**src/rtl/exa_crosb_output_arbiter_with_vcs.sv**
```systemverilog
// exa_crosb_output_arbiter_with_vcs
// Per-output arbiter of the crossbar. Collects one-hot VC requests from every
// input, filters them by destination, picks the highest priority class and
// round-robins among inputs inside that class. The grant is held until the
// winner's last valid beat.
// Optional feature macro: EXA_OUTARB_TIMEOUT_EN (packet watchdog, o_timeout).
module exa_crosb_output_arbiter_with_vcs #(
  parameter int input_num     = 4,
  parameter int output_num    = 4,
  parameter int prio_num      = 2,
  parameter int vc_num        = 2,
  parameter int OUTPUT_ID     = 0,
  parameter int MAX_PKT_BEATS = 64,
  localparam int VC_TOT = prio_num * vc_num,
  localparam int IN_W   = (input_num > 1) ? $clog2(input_num) : 1,
  localparam int DEST_W = (output_num > 1) ? $clog2(output_num) : 1,
  localparam int VC_W   = (VC_TOT > 1) ? $clog2(VC_TOT) : 1,
  localparam int CLS_W  = (prio_num > 1) ? $clog2(prio_num) : 1
) (
  input  logic                                 clk,
  input  logic                                 resetn,
  input  logic [input_num-1:0][VC_TOT-1:0]     i_request,
  input  logic [input_num-1:0][DEST_W-1:0]     i_dest,
  input  logic [input_num-1:0]                 i_valid,
  input  logic [input_num-1:0]                 i_last,
  output logic [input_num-1:0]                 o_grant,
  output logic [IN_W-1:0]                      o_sel_input,
  output logic [VC_W-1:0]                      o_sel_vc,
  output logic                                 o_busy,
  output logic                                 o_timeout
);

  typedef enum logic [0:0] {
    ST_IDLE    = 1'b0,
    ST_GRANTED = 1'b1
  } state_t;

  state_t                           state_q, state_d;
  logic [input_num-1:0]             grant_q, grant_d;
  logic [IN_W-1:0]                  sel_input_q, sel_input_d;
  logic [VC_W-1:0]                  sel_vc_q, sel_vc_d;
  logic [prio_num-1:0][IN_W-1:0]    rr_ptr_q, rr_ptr_d;
  logic                             timeout_q, timeout_d;

`ifdef EXA_OUTARB_TIMEOUT_EN
  localparam int CNT_W = $clog2(MAX_PKT_BEATS) + 1;
  logic [CNT_W-1:0]                 cnt_q, cnt_d;
`endif

  // Per-input decode: effective request, VC index and priority class.
  logic [input_num-1:0]             req_eff;
  logic [input_num-1:0][VC_W-1:0]   vc_idx;
  logic [input_num-1:0][CLS_W-1:0]  cls_idx;

  genvar gi;
  generate
    for (gi = 0; gi < input_num; gi++) begin : g_dec
      logic [VC_W-1:0] vc_dec;

      assign req_eff[gi] = (|i_request[gi]) && (i_dest[gi] == DEST_W'(OUTPUT_ID));

      // Highest set bit wins, so a malformed multi-hot request still has a
      // well-defined VC and class.
      always_comb begin
        vc_dec = '0;
        for (int v = 0; v < VC_TOT; v++) begin
          if (i_request[gi][v]) vc_dec = VC_W'(v);
        end
      end

      assign vc_idx[gi]  = vc_dec;
      assign cls_idx[gi] = CLS_W'(int'(vc_dec) / vc_num);
    end
  endgenerate

  // Request matrix split by priority class.
  logic [prio_num-1:0][input_num-1:0] class_req;

  // Build the per-class request vectors.
  always_comb begin
    class_req = '0;
    for (int c = 0; c < prio_num; c++) begin
      for (int n = 0; n < input_num; n++) begin
        class_req[c][n] = req_eff[n] && (int'(cls_idx[n]) == c);
      end
    end
  end

  // Winner selection: highest active class, then first requester at or
  // after that class's round-robin pointer.
  logic                win_found;
  logic [CLS_W-1:0]    win_cls;
  logic [IN_W-1:0]     win_idx;

  // Strict-priority class pick followed by a rotating search.
  always_comb begin
    win_found = |req_eff;
    win_cls   = '0;
    for (int c = 0; c < prio_num; c++) begin
      if (|class_req[c]) win_cls = CLS_W'(c);
    end
    win_idx = '0;
    // Walk offsets from farthest to nearest so the nearest match is kept.
    for (int k = input_num - 1; k >= 0; k--) begin
      int idx;
      idx = int'(rr_ptr_q[win_cls]) + k;
      if (idx >= input_num) idx = idx - input_num;
      if (class_req[win_cls][IN_W'(idx)]) win_idx = IN_W'(idx);
    end
  end

  logic release_pkt;

  // Next-state, grant registers, pointer update and watchdog.
  always_comb begin
    state_d     = state_q;
    grant_d     = grant_q;
    sel_input_d = sel_input_q;
    sel_vc_d    = sel_vc_q;
    rr_ptr_d    = rr_ptr_q;
    timeout_d   = 1'b0;
    release_pkt = 1'b0;
`ifdef EXA_OUTARB_TIMEOUT_EN
    cnt_d       = cnt_q;
`endif
    unique case (state_q)
      ST_IDLE: begin
        if (win_found) begin
          state_d          = ST_GRANTED;
          grant_d          = '0;
          grant_d[win_idx] = 1'b1;
          sel_input_d      = win_idx;
          sel_vc_d         = vc_idx[win_idx];
          rr_ptr_d[win_cls] = (int'(win_idx) == input_num - 1) ? '0 : win_idx + IN_W'(1);
`ifdef EXA_OUTARB_TIMEOUT_EN
          cnt_d            = '0;
`endif
        end
      end
      ST_GRANTED: begin
        // Only the granted input's beat qualifiers matter here.
        release_pkt = i_valid[sel_input_q] & i_last[sel_input_q];
`ifdef EXA_OUTARB_TIMEOUT_EN
        cnt_d = cnt_q + CNT_W'(1);
        if (!release_pkt && (cnt_d == CNT_W'(MAX_PKT_BEATS))) begin
          release_pkt = 1'b1;
          timeout_d   = 1'b1;
        end
`endif
        if (release_pkt) begin
          state_d     = ST_IDLE;
          grant_d     = '0;
          sel_input_d = '0;
          sel_vc_d    = '0;
        end
      end
      default: begin
        state_d = ST_IDLE;
      end
    endcase
  end

  // State and output registers; reset drops the grant without a clock.
  always_ff @(posedge clk or negedge resetn) begin
    if (!resetn) begin
      state_q     <= ST_IDLE;
      grant_q     <= '0;
      sel_input_q <= '0;
      sel_vc_q    <= '0;
      rr_ptr_q    <= '0;
      timeout_q   <= 1'b0;
    end else begin
      state_q     <= state_d;
      grant_q     <= grant_d;
      sel_input_q <= sel_input_d;
      sel_vc_q    <= sel_vc_d;
      rr_ptr_q    <= rr_ptr_d;
      timeout_q   <= timeout_d;
    end
  end

`ifdef EXA_OUTARB_TIMEOUT_EN
  // Beat-cycle watchdog counter for the current packet.
  always_ff @(posedge clk or negedge resetn) begin
    if (!resetn) begin
      cnt_q <= '0;
    end else begin
      cnt_q <= cnt_d;
    end
  end
  assign o_timeout = timeout_q;
`else
  assign o_timeout = 1'b0;
`endif

  assign o_grant     = grant_q;
  assign o_sel_input = sel_input_q;
  assign o_sel_vc    = sel_vc_q;
  assign o_busy      = (state_q == ST_GRANTED);

endmodule

```
**config.mk**
```make
export PLATFORM = sky130hd
export DESIGN_NAME = exa_crosb_output_arbiter_with_vcs
export DESIGN_NICKNAME = d
export VERILOG_FILES = /design/src/rtl/exa_crosb_output_arbiter_with_vcs.sv
export SDC_FILE = /design/constraint.sdc
export NUM_CORES = 1
export LEC_CHECK = 0
export CAP_MARGIN = 20
export CORE_ASPECT_RATIO = 0.9
export CORE_MARGIN = 1
export CORE_UTILIZATION = 62
export CTS_CLUSTER_DIAMETER = 30
export CTS_CLUSTER_SIZE = 40
export DETAILED_ROUTE_END_ITERATION = 8
export DONT_BUFFER_PORTS = 1
export PLACE_DENSITY = 0.88
export SKIP_CTS_REPAIR_TIMING = 1
export SLEW_MARGIN = 10
export SYNTH_ARGS = -nofsm -noshare
export SYNTH_HDL_FRONTEND = slang
export SYNTH_SLANG_ARGS = --single-unit
```
**constraint.sdc**
```tcl
create_clock -name clk -period 2.9 [get_ports clk]
set_input_delay 0.29 -clock clk [delete_from_list [all_inputs] [get_ports clk]]
set_output_delay 0.29 -clock clk [all_outputs]
set_load 0.02 [all_outputs]
```
Word level (Yosys, flattened, before mapping)
Cells that the tools add are included.

Bits in registers: 13. Output and inout port bits: 10.

Multiplexer cells: 60. Order comparisons: 13. Equal/unequal tests: 3. Reduce and logical (&&, ||, !) cells: 26. $add $sub $neg: 8. Bitwise operators: 6.

Operators with widths (number): 2-to-1 mux 2 bit (24); OR reduction 4 bit (6); 2-to-1 mux 1 bit (18); < comparator 2 x 4 -> 1 bit, second input constant (4); 2-to-1 mux 4 bit (4); logical AND 1 bit (14); binary-select mux 1 bit (select 2 bit) (6); >= comparator 3 bit, second input constant (3); zero test 2 bit (4); case mux 2 bit (2 select lines) (2); case mux 4 bit (2 select lines) (1); subtractor 2 x 1 -> 2 bit, second input constant (4); adder 2 x 2 -> 3 bit, second input constant (2); < comparator 2 x 3 -> 1 bit, second input constant (2); inverter 1 bit (5); binary-select mux 2 bit (select 2 bit) (1); bitwise mux 4 bit (1); AND reduction 2 bit (2); adder 2 x 1 -> 3 bit, second input constant (1); >= comparator 2 x 3 -> 1 bit, second input constant (1); adder 2 x 1 -> 2 bit, second input constant (1); demux 1 bit (select 2 bit) (1); demux 2 bit (select 1 bit) (1); == test 2 x 1 -> 1 bit, second input constant (1); 7 further kinds (7).

Depth between registers and ports, before layout
Gate-level depths: netlist of the first run.

Depth in word-level cells: 24. Mapped depth: 10. Depth with buffers taken out: 10.

Worst setup path before layout of the first run
OpenSTA, ideal clock, no wires.

Path type: input-to-reg. Start point: input i_request[2] (netlist bit). End point: register rr_ptr_q[3] (netlist bit). Path buffers: 0. Data required time: 2775 ps. Cell stages on the path: 9. Arrival: 2441 ps. Path slack: 334 ps. Cells stage by stage: or2_1 o31ai_2 o32ai_1 nor2_1 a2111oi_4 a311oi_4 mux2_4 o22ai_2 mux2_4.

Cells in the longest elaborated chain, start to end: 20.

Ends and longest elaborated chain: from (decl) (line 22) `input logic [input_num-1:0][VC_TOT-1:0] i_request,`; OR reduction 4 bit / 2-to-1 mux 2 bit (equally long branches) (line 60, 67); logical AND 1 bit / 2-to-1 mux 2 bit (equally long branches) (line 60, 67); logical AND 1 bit (line 84) `class_req[c][n] = req_eff[n] && (int'(cls_idx[n]) == c);`; OR reduction 4 bit (line 100) `if (|class_req[c]) win_cls = CLS_W'(c);`; 2-to-1 mux 1 bit (line 100); 2-to-1 mux 2 bit (not written as such) (2 in series) (line 106) `idx = int'(rr_ptr_q[win_cls]) + k;`; adder 2 x 2 -> 3 bit (line 106); >= comparator 3 bit / subtractor 2 x 1 -> 2 bit (equally long branches) (line 107) `if (idx >= input_num) idx = idx - input_num;`; 2-to-1 mux 2 bit (line 107); binary-select mux 1 bit (select 2 bit) (line 108) `if (class_req[win_cls][IN_W'(idx)]) win_idx = IN_W'(idx);`; 2-to-1 mux 1 bit (not written as such) (2 in series) (line 108); 2-to-1 mux 2 bit (4 in series) (line 108); adder 2 x 1 -> 2 bit / == test 2 x 1 -> 1 bit (equally long branches) (line 134) `rr_ptr_d[win_cls] = (int'(win_idx) == input_num - 1) ? '0 : win_idx + IN_W'(1);`; 2-to-1 mux 2 bit (line 134); bitwise mux 4 bit (line 134); to (signal assigned) (line 177) `rr_ptr_q <= rr_ptr_d;`; to (decl) (line 42) `logic [prio_num-1:0][IN_W-1:0] rr_ptr_q, rr_ptr_d;`.

Parallel ways exist; a longest one is shown, timed or not. The select of a mux whose other input is x is not followed. A chain may end at the register's enable or synchronous reset.

Worst setup path after layout of the first run
Start point: input i_dest[3] (netlist bit). End point: register rr_ptr_q[3] (netlist bit).

Cells in the longest elaborated chain, start to end: 20.

Ends and longest elaborated chain: from (decl) (line 23) `input logic [input_num-1:0][DEST_W-1:0] i_dest,`; zero test 2 bit (*) (line 60) `assign req_eff[gi] = (|i_request[gi]) && (i_dest[gi] == DEST_W'(OUTPUT_ID));`; logical AND 1 bit (*) (line 60); logical AND 1 bit (line 84); OR reduction 4 bit (line 100); 2-to-1 mux 1 bit (line 100); 2-to-1 mux 2 bit (not written as such) (2 in series) (line 106); adder 2 x 2 -> 3 bit (line 106); >= comparator 3 bit / subtractor 2 x 1 -> 2 bit (equally long branches) (line 107); 2-to-1 mux 2 bit (line 107); binary-select mux 1 bit (select 2 bit) (line 108); 2-to-1 mux 1 bit (not written as such) (2 in series) (line 108); 2-to-1 mux 2 bit (4 in series) (line 108); adder 2 x 1 -> 2 bit / == test 2 x 1 -> 1 bit (equally long branches) (line 134); 2-to-1 mux 2 bit (line 134); bitwise mux 4 bit (line 134).

Every way passes the cells marked *; elsewhere a longest branch is shown, timed or not. The select of a mux whose other input is x is not followed.

==> impl_metrics.yaml, run 1 <==
critical_path:
  required_ns: 3.08
  worst-r2r-cell-count: 8
  worst_r2r_startpoint: "rr_ptr_q[2]$_DFFE_PN0P_"
  cp_max_fo: 4
  crit_arrival_ns: 2.53
  crit_type: "input pin to flip-flop"
  worst_setup_path_end_kind: "flip-flop"
  critPathLaunchType: "input pin"
  rr_endpoint: "rr_ptr_q[3]$_DFFE_PN0P_"
  reg2reg_setup_slack_ns: 0.67
sta:
  final-setup-viol-count: 0
  skew_ns: 0.00629
  fin_crit_sh_pct: 81.3
  relSlewSlack_pct: 60.6
  setup-tns-final_ns: 0
  hold_viol_final: 0
  worst_pin_slew_ns: 0.589
  finalCriticalPeriod_ns: 2.36
  grt_setup_unrepaired: "no"
  report.final.slew_viol_count: 0
  max_freq_mhz: 424
synth:
  yosysUniqueCellTypes: 50
  syn_nets: 159
  synth-seq-area-share_pct: 29.0
  ys_ff_latch: 13
  netlist_instances: 121
  synth_area_mm2: 0.00112
  synth-edff-count: 0
  async_flop_share_pct: 100
  synth_flop_cell: "dfrtp_1"
  yosys_warnings: 0
  syn_area_per_cell_um2: 9.28
placement:
  globalplace.congestion: 0.923
  place_hpwl_mm: 2.02
  placed_cell_area_mm2: 0.00116
  port_buffers: 0
global_route:
  grt_pass1_vias: 893
  antenna_found_initial: 0
  track_usage_pct: 27.3
  grt-ovfl-total: 0
  grt_pass1_wl_mm: 3.85
  grt_max_degree: 14
drt:
  drt_iter0_drc: 29
  vias: 1012
  dr_wl_met2_mm: 1.17
  wl_met3_um: 265
  top_layer: "met4"
  routed_wl_mm: 2.56
  ant_nets: 0
  drc: 0
  wl_per_cell_um: 16.9
  dr.pass1.iters: 4
  vias_per_cell: 6.70
  wl_met1_mm: 1.07
hold_path:
  holdCritStartpoint: "i_request[7]"
  min_path_type: "input pin to flip-flop"
  hold_depth: 2
  holdPathEnd: "o_sel_vc[0]$_DFFE_PN0P_"
clock_tree:
  clk_pin_slew_ns: 0.08
  clkSinkCount: 13
  htreeDepth: 1
  cts_root_buffer: "clkbuf_4"
  cts.path.max_buffers: 2
  cts_tree: "yes"
  cts_buffers: 3
  insertion_delay_ns: 0.28
finish:
  fin_nets: 166
  drive_gt1_share_pct: 21.3
  syn2layout_area_growth_pct: 6.91
  n_antenna_cell: 0
  layout_common_cells: "nand2_1, dfrtp_1, nor2_1"
  fin_area_mm2: 0.00120
power:
  power_density_mw_per_mm2: 771
  irDropWorstVdd_v: 0.000621
  leakage_nw: 0.509
floorplanning:
  fp-row-count: 14
  die_area_mm2: 0.00198
  ioPinCount: 44
  core-area_mm2: 0.00168
  die_h_um: 42.4
  start_util_pct: 66.7
  die_w_um: 46.8
job:
  maxCapViolCount: 0
outcome:
  outcome: "finished, final reports clean"
worst max-delay path, cell delays in order:
cell	delay [ns]
or2_1	0.27
o22ai_2	0.21
o21ai_1	0.19
and2_4	0.22
a2111oi_4	0.40
a311oi_4	0.09
mux2_4	0.33
o22ai_2	0.21
mux2_4	0.31
where the power goes:
| part | leakage, nW | total (W) | switching (W) | internal, W |
|---|---|---|---|---|
| sequential | 0.164 | 0.000400 | 0.000136 | 0.000264 |
| combinational | 0.331 | 0.000413 | 0.000225 | 0.000188 |
| clock | 0.0150 | 0.000113 | 0.0000591 | 0.0000535 |
| total | 0.509 | 0.000926 | 0.000420 | 0.000506 |
kinds of logic (layout without fill, tap and decap cells):
family / Yosys count / in the layout / share of synthesized area [%]
AO/OA/AOI/OAI: 41 / 41 / 35.6
adder cells (fa/ha/maj): 4 / 4 / 4.46
buffers and inverters: 8 / 14 / 3.01
flip-flops: 13 / 13 / 29.0
multiplexers: 4 / 4 / 4.57
other: 1 / 1 / 0.334
AND/OR/NAND/NOR: 50 / 50 / 23.1
state kept, by name (all words and copies together) (netlist names):
name         count
o_sel_vc         2
o_sel_input      2
o_busy           1
rr_ptr_q         4
o_grant          4
Yosys cell counts, drive strengths merged (2+ instances only):
master | n | area share [%]
a21o | 2 | 1.3
a21oi | 6 | 3.3
a22o | 5 | 3.9
a311oi | 2 | 3.1
dfrtp | 13 | 29
ha | 4 | 4.5
inv | 6 | 2.0
mux2 | 3 | 3.7
nand2 | 13 | 4.3
nand3 | 7 | 3.6
nor2 | 14 | 5.8
nor2b | 2 | 1.1
nor3 | 2 | 0.89
o21ai | 7 | 3.1
o22ai | 2 | 2.2
o31ai | 4 | 3.6
o32ai | 2 | 3.2
or2 | 7 | 4.1
through the flow:
stage          cells  hold WS, ns  total power (W)  worst slack (ns)  util [%]
5_1_grt          151        0.295         0.000991             0.434      71.4
2_1_floorplan    121     -0.00559         0.000712             0.334         -
6_report         151        0.238         0.000926             0.542      71.4
3_3_place_gp     146     -0.00540         0.000794             0.311      69.2
4_1_cts          150       -0.310         0.000922             0.579      70.8
3_5_place_dp     146     -0.00544         0.000805             0.291      69.2
metal layers:
metal  up-vias  GRT usage [%]
li1        469              -
met1       462           36.8
met2        74           41.4
met3         7           8.62
met4         0           8.57
met5         -              0
worst max-delay path by stage:
stage                            start                       to  slack, ns  depth (start not counted)
after floorplan           i_request[2]  rr_ptr_q[3]$_DFFE_PN0P_       0.33                          9
after global placement       i_dest[3]  rr_ptr_q[3]$_DFFE_PN0P_       0.31                          9
after detailed placement     i_dest[3]  rr_ptr_q[3]$_DFFE_PN0P_       0.29                          9
after CTS                    i_dest[3]  rr_ptr_q[3]$_DFFE_PN0P_       0.58                          9
after global routing         i_dest[1]  rr_ptr_q[3]$_DFFE_PN0P_       0.43                         10
final                        i_dest[3]  rr_ptr_q[3]$_DFFE_PN0P_       0.54                          9
final cells by class:
type                       instances  area (µm²)
fill                             124         482
tap                               24        30.0
sequential                        13         325
inverter                           6        22.5
clock buffer                       4        26.3
multi-input combinational        100         763
timing repair buffer               4        32.5
Note: power is estimated with default switching activity, not from simulation.
==> run 2: changes to the inputs <==
Clock period 2.9 ns to 2.2 ns, I/O delays scaled along.
==> run 2 against run 1 <==
  * Setup slack lost 0.62 ns
  * Power up 53%
  * Combinational power grew 74%
  * Count of clock-buffer cells in the layout is 1 lower
  * Utilization increased by 14 points
  * Largest cell class unchanged
  * The flow now finishes with violations (setup timing)
  * Sequential share of layout area fell by 4.5 points
  * Worst hold slack worse by 0.13 ns
==> impl_metrics.yaml, run 2 (synthesis results as in run 1) <==
placement:
  globalplace.congestion: 0.884
  placed_cell_area_mm2: 0.00135
  post-place-cells: 168
  port_buffers: 0
  place_hpwl_mm: 2.38
outcome:
  outcome: "finished with violations"
  violations: "setup timing"
global_route:
  grt_max_degree: 14
  grt_pass1_wl_mm: 4.37
  track_usage_pct: 31.2
  antenna_found_initial: 0
  grt_pass1_vias: 978
  grt-ovfl-total: 0
sta:
  final-setup-viol-count: 1
  worst_slack_ns: -0.0798
  hold_ws_ns: 0.112
  finalCriticalPeriod_ns: 2.28
  hold_viol_final: 0
  grt_setup_unrepaired: "yes"
  worst_pin_slew_ns: 0.569
  fin_crit_sh_pct: 104
  skew_ns: 0.00277
  setup-tns-final_ns: -0.0798
  report.final.slew_viol_count: 0
  relSlewSlack_pct: 62.0
  max_freq_mhz: 439
drt:
  drc: 0
  vias_per_cell: 6.79
  routed_wl_mm: 3.46
  drt_iter0_drc: 73
  ant_nets: 0
  vias: 1174
  dr.pass1.iters: 4
  wl_per_cell_um: 20.0
floorplanning:
  die_h_um: 42.4
  die_w_um: 46.8
  start_util_pct: 66.7
  ioPinCount: 44
  die_area_mm2: 0.00198
  fp-row-count: 14
  core-area_mm2: 0.00168
clock_tree:
  insertion_delay_ns: 0.30
  clk_pin_slew_ns: 0.09
  htreeDepth: 1
  cts.path.max_buffers: 2
  cts_root_buffer: "clkbuf_4"
  cts_tree: "yes"
  clkSinkCount: 13
  cts_buffers: 3
finish:
  fin_area_mm2: 0.00144
  syn2layout_area_growth_pct: 28.2
  n_antenna_cell: 0
  fin_nets: 188
  fill_cells: 93
  utilization_pct: 85.6
  final_common_cell: "buf_4"
  drive_gt1_share_pct: 40.9
  final_cells: 173
  layout_common_cells: "buf_4, nand2_1, dfrtp_1"
critical_path:
  cp_max_fo: 4
  required_ns: 2.39
  critPathLaunchType: "input pin"
  crit_type: "input pin to flip-flop"
  worst_setup_path_end_kind: "flip-flop"
  crit_arrival_ns: 2.47
power:
  power_density_mw_per_mm2: 985
  irDropWorstVdd_v: 0.000808
  leakage_nw: 0.636
job:
  maxCapViolCount: 0
hold_path:
  min_path_type: "input pin to flip-flop"
-- run 2: changes by cell type in the layout (fill, tap and decap cells not counted), sizes merged --
cell,change
buf,+22
clkbuf,-1
clkinv,+1
-- run 2: path summary, 6_finish.rpt --
path,from,end,slack (ns),depth (start not counted)
worst min register to register,rr_ptr_q[1]$_DFFE_PN0P_,rr_ptr_q[1]$_DFFE_PN0P_,0.56,1
worst max register to register,rr_ptr_q[2]$_DFFE_PN0P_,rr_ptr_q[3]$_DFFE_PN0P_,0.03,9
max in group asynchronous,resetn,rr_ptr_q[1]$_DFFE_PN0P_,1.48,1
worst max-delay path,i_dest[3],rr_ptr_q[3]$_DFFE_PN0P_,-0.08,10
min in group asynchronous,resetn,rr_ptr_q[3]$_DFFE_PN0P_,0.35,1
worst min-delay path,i_request[7],o_sel_vc[0]$_DFFE_PN0P_,0.11,2
-- run 2: report_power, final --
part	total [W]	leakage [nW]	internal, W	switching [W]
logic	0.000718	0.455	0.000347	0.000371
registers	0.000540	0.164	0.000348	0.000191
clock network	0.000160	0.0177	0.0000679	0.0000920
total	0.00142	0.636	0.000763	0.000654
-- run 2: metal layers --
metal / track usage [%] / wire (µm) / vias to the layer above
met5: 0 / 0 / -
met4: 10.9 / 106 / 0
met3: 8.62 / 308 / 17
met2: 43.6 / 1680 / 80
met1: 45.5 / 1370 / 568
li1: - / - / 509
-- run 2: layout make-up --
cell class | instances | area (µm²) | share of cell area [%]
clock buffers | 3 | 22.5 | 1.57
repair buffers | 26 | 198 | 13.7
clock inverters | 1 | 5.00 | 0.348
multi-input cells | 100 | 836 | 58.1
flip-flops and latches | 13 | 325 | 22.6
inverters | 6 | 22.5 | 1.57
well taps | 24 | 30.0 | 2.09
-- run 2: metrics by stage --
step                total power (W)  setup slack (ns)
global placement            0.00116            -0.221
floorplan                  0.000954            -0.237
global route                0.00148            -0.136
finish                      0.00142           -0.0798
CTS                         0.00135           -0.0536
detailed placement          0.00120            -0.329
-- run 2: critical path, cell delays in order --
cell and delay (ns):
or2_1 0.29, o22ai_4 0.23, o21ai_1 0.12, buf_4 0.16, a21oi_2 0.16, a2111oi_4 0.06
a311oi_4 0.36, mux2_4 0.36, o22ai_4 0.17, mux2_4 0.32
==> run 3: changes to the inputs <==
Settings changed: SKIP_LAST_GASP set to 1.
==> run 3 against run 2 <==
  * The run still ends with setup timing left
  * Sequential share of layout area grew 0.12 points
  * First-iteration DRC count fell by 41%
  * Largest power group unchanged
  * Sequential power is essentially flat
  * Clock skew rose by 0.0026 ns
==> impl_metrics.yaml, run 3 (synthesis results as in run 1) <==
outcome:
  outcome: "finished with violations"
  violations: "setup timing"
drt:
  vias: 1187
  ant_nets: 0
  drc: 0
  wl_per_cell_um: 19.6
  dr.pass1.iters: 4
  drt_iter0_drc: 43
  routed_wl_mm: 3.39
  vias_per_cell: 6.86
critical_path:
  worst_setup_path_end_kind: "flip-flop"
  critPathLaunchType: "input pin"
  crit_arrival_ns: 2.45
  required_ns: 2.37
  reg2reg_setup_slack_ns: 0.01
  cp_max_fo: 4
  crit_type: "input pin to flip-flop"
clock_tree:
  clkSinkCount: 13
  cts_root_buffer: "clkbuf_4"
  cts.path.max_buffers: 2
  clk_pin_slew_ns: 0.08
  insertion_delay_ns: 0.29
  htreeDepth: 1
  cts_buffers: 3
  cts_tree: "yes"
sta:
  relSlewSlack_pct: 61.9
  fin_crit_sh_pct: 104
  report.final.slew_viol_count: 0
  max_freq_mhz: 438
  setup-tns-final_ns: -0.0807
  skew_ns: 0.00541
  hold_viol_final: 0
  grt_setup_unrepaired: "yes"
  worst_pin_slew_ns: 0.570
  final-setup-viol-count: 1
  worst_slack_ns: -0.0807
  finalCriticalPeriod_ns: 2.28
hold_path:
  min_path_type: "input pin to flip-flop"
finish:
  final-seq-area_um2: 325
  utilization_pct: 85.1
  final_cells: 173
  n_antenna_cell: 0
  fin_nets: 188
  final_common_cell: "buf_4"
  layout_common_cells: "buf_4, nand2_1, dfrtp_1"
  drive_gt1_share_pct: 39.6
  fill_cells: 91
  syn2layout_area_growth_pct: 27.5
  multi_input_area_um2: 828
global_route:
  antenna_found_initial: 0
  grt-ovfl-total: 0
  track_usage_pct: 31.2
  grt_pass1_vias: 978
  grt_max_degree: 14
  grt_pass1_wl_mm: 4.37
power:
  power_frac_seq_pct: 38.4
  intPower_w: 0.000762
  leakage_nw: 0.635
  irDropWorstVdd_v: 0.000803
  power_density_mw_per_mm2: 982
  pwr-share-clk_pct: 10.9
  combPwrFrac_pct: 50.7
  p_sw_share_pct: 45.8
  p_sw_w: 0.000643
floorplanning:
  die_w_um: 46.8
  fp-row-count: 14
  die_area_mm2: 0.00198
  die_h_um: 42.4
  start_util_pct: 66.7
  core-area_mm2: 0.00168
  ioPinCount: 44
placement:
  port_buffers: 0
  post-place-cells: 168
  place_hpwl_mm: 2.38
  globalplace.congestion: 0.884
job:
  maxCapViolCount: 0
## run 3: changes by cell type in the layout (fill, tap and decap cells not counted)
cell,previous run,this run
o311ai_1,1,0
nor2_2,5,4
nor2_1,8,9
o311ai_0,0,1
o31ai_2,4,3
o31ai_1,0,1
## run 3: final timing paths
| kind | end | cells past startpoint | start |
|---|---|---|---|
| setup / recovery | rr_ptr_q[3]$_DFFE_PN0P_ | 10 | i_dest[3] |
| hold / removal | o_sel_vc[0]$_DFFE_PN0P_ | 2 | i_request[7] |
| setup reg to reg | rr_ptr_q[3]$_DFFE_PN0P_ | 7 | rr_ptr_q[0]$_DFFE_PN0P_ |
| hold reg to reg | rr_ptr_q[1]$_DFFE_PN0P_ | 1 | rr_ptr_q[1]$_DFFE_PN0P_ |
| max in group asynchronous | o_sel_input[1]$_DFFE_PN0P_ | 1 | resetn |
| min in group asynchronous | o_busy$_DFF_PN0_ | 1 | resetn |
## run 3: area by class of cell
| type | instances | area share, % |
|---|---|---|
| Sequential cell | 13 | 22.7 |
| Clock inverter | 1 | 0.350 |
| Clock buffer | 3 | 1.57 |
| Tap cell | 24 | 2.10 |
| Timing Repair Buffer | 26 | 13.8 |
| Multi-Input combinational cell | 100 | 57.9 |
| Inverter | 6 | 1.57 |
## run 3: metrics by stage
stage	hold slack, ns	cell area, µm²	total power [W]	setup slack, ns
global placement	-0.0754	1350	0.00116	-0.221
detailed placement	-0.0754	1350	0.00120	-0.329
CTS	-0.381	1380	0.00135	-0.0536
global route	0.214	1430	0.00148	-0.173
finish	0.157	1430	0.00141	-0.0807
floorplan	-0.0756	1150	0.000954	-0.237
## run 3: power groups by stage
stage | sequential [W] | clock (W) | combinational [W]
2_1_floorplan | 0.000507 | 0 | 0.000447
3_3_place_gp | 0.000530 | 0 | 0.000628
5_1_grt | 0.000550 | 0.000167 | 0.000762
6_report | 0.000539 | 0.000153 | 0.000713
4_1_cts | 0.000533 | 0.000149 | 0.000668
3_5_place_dp | 0.000536 | 0 | 0.000666
## run 3: layer usage
layer	global-route usage, %	vias up	wire length, µm
met5	0	-	0
met4	10.9	0	76
met3	8.62	12	291
met2	43.6	80	1620
met1	45.5	585	1410
li1	-	510	-
## run 3: worst max-delay path: stages
cell       delay [ns]
or2_1            0.30
o22ai_4          0.23
o21ai_1          0.12
buf_4            0.16
a21oi_2          0.16
a2111oi_4        0.06
a311oi_4         0.35
mux2_4           0.36
o22ai_4          0.17
mux2_4           0.32
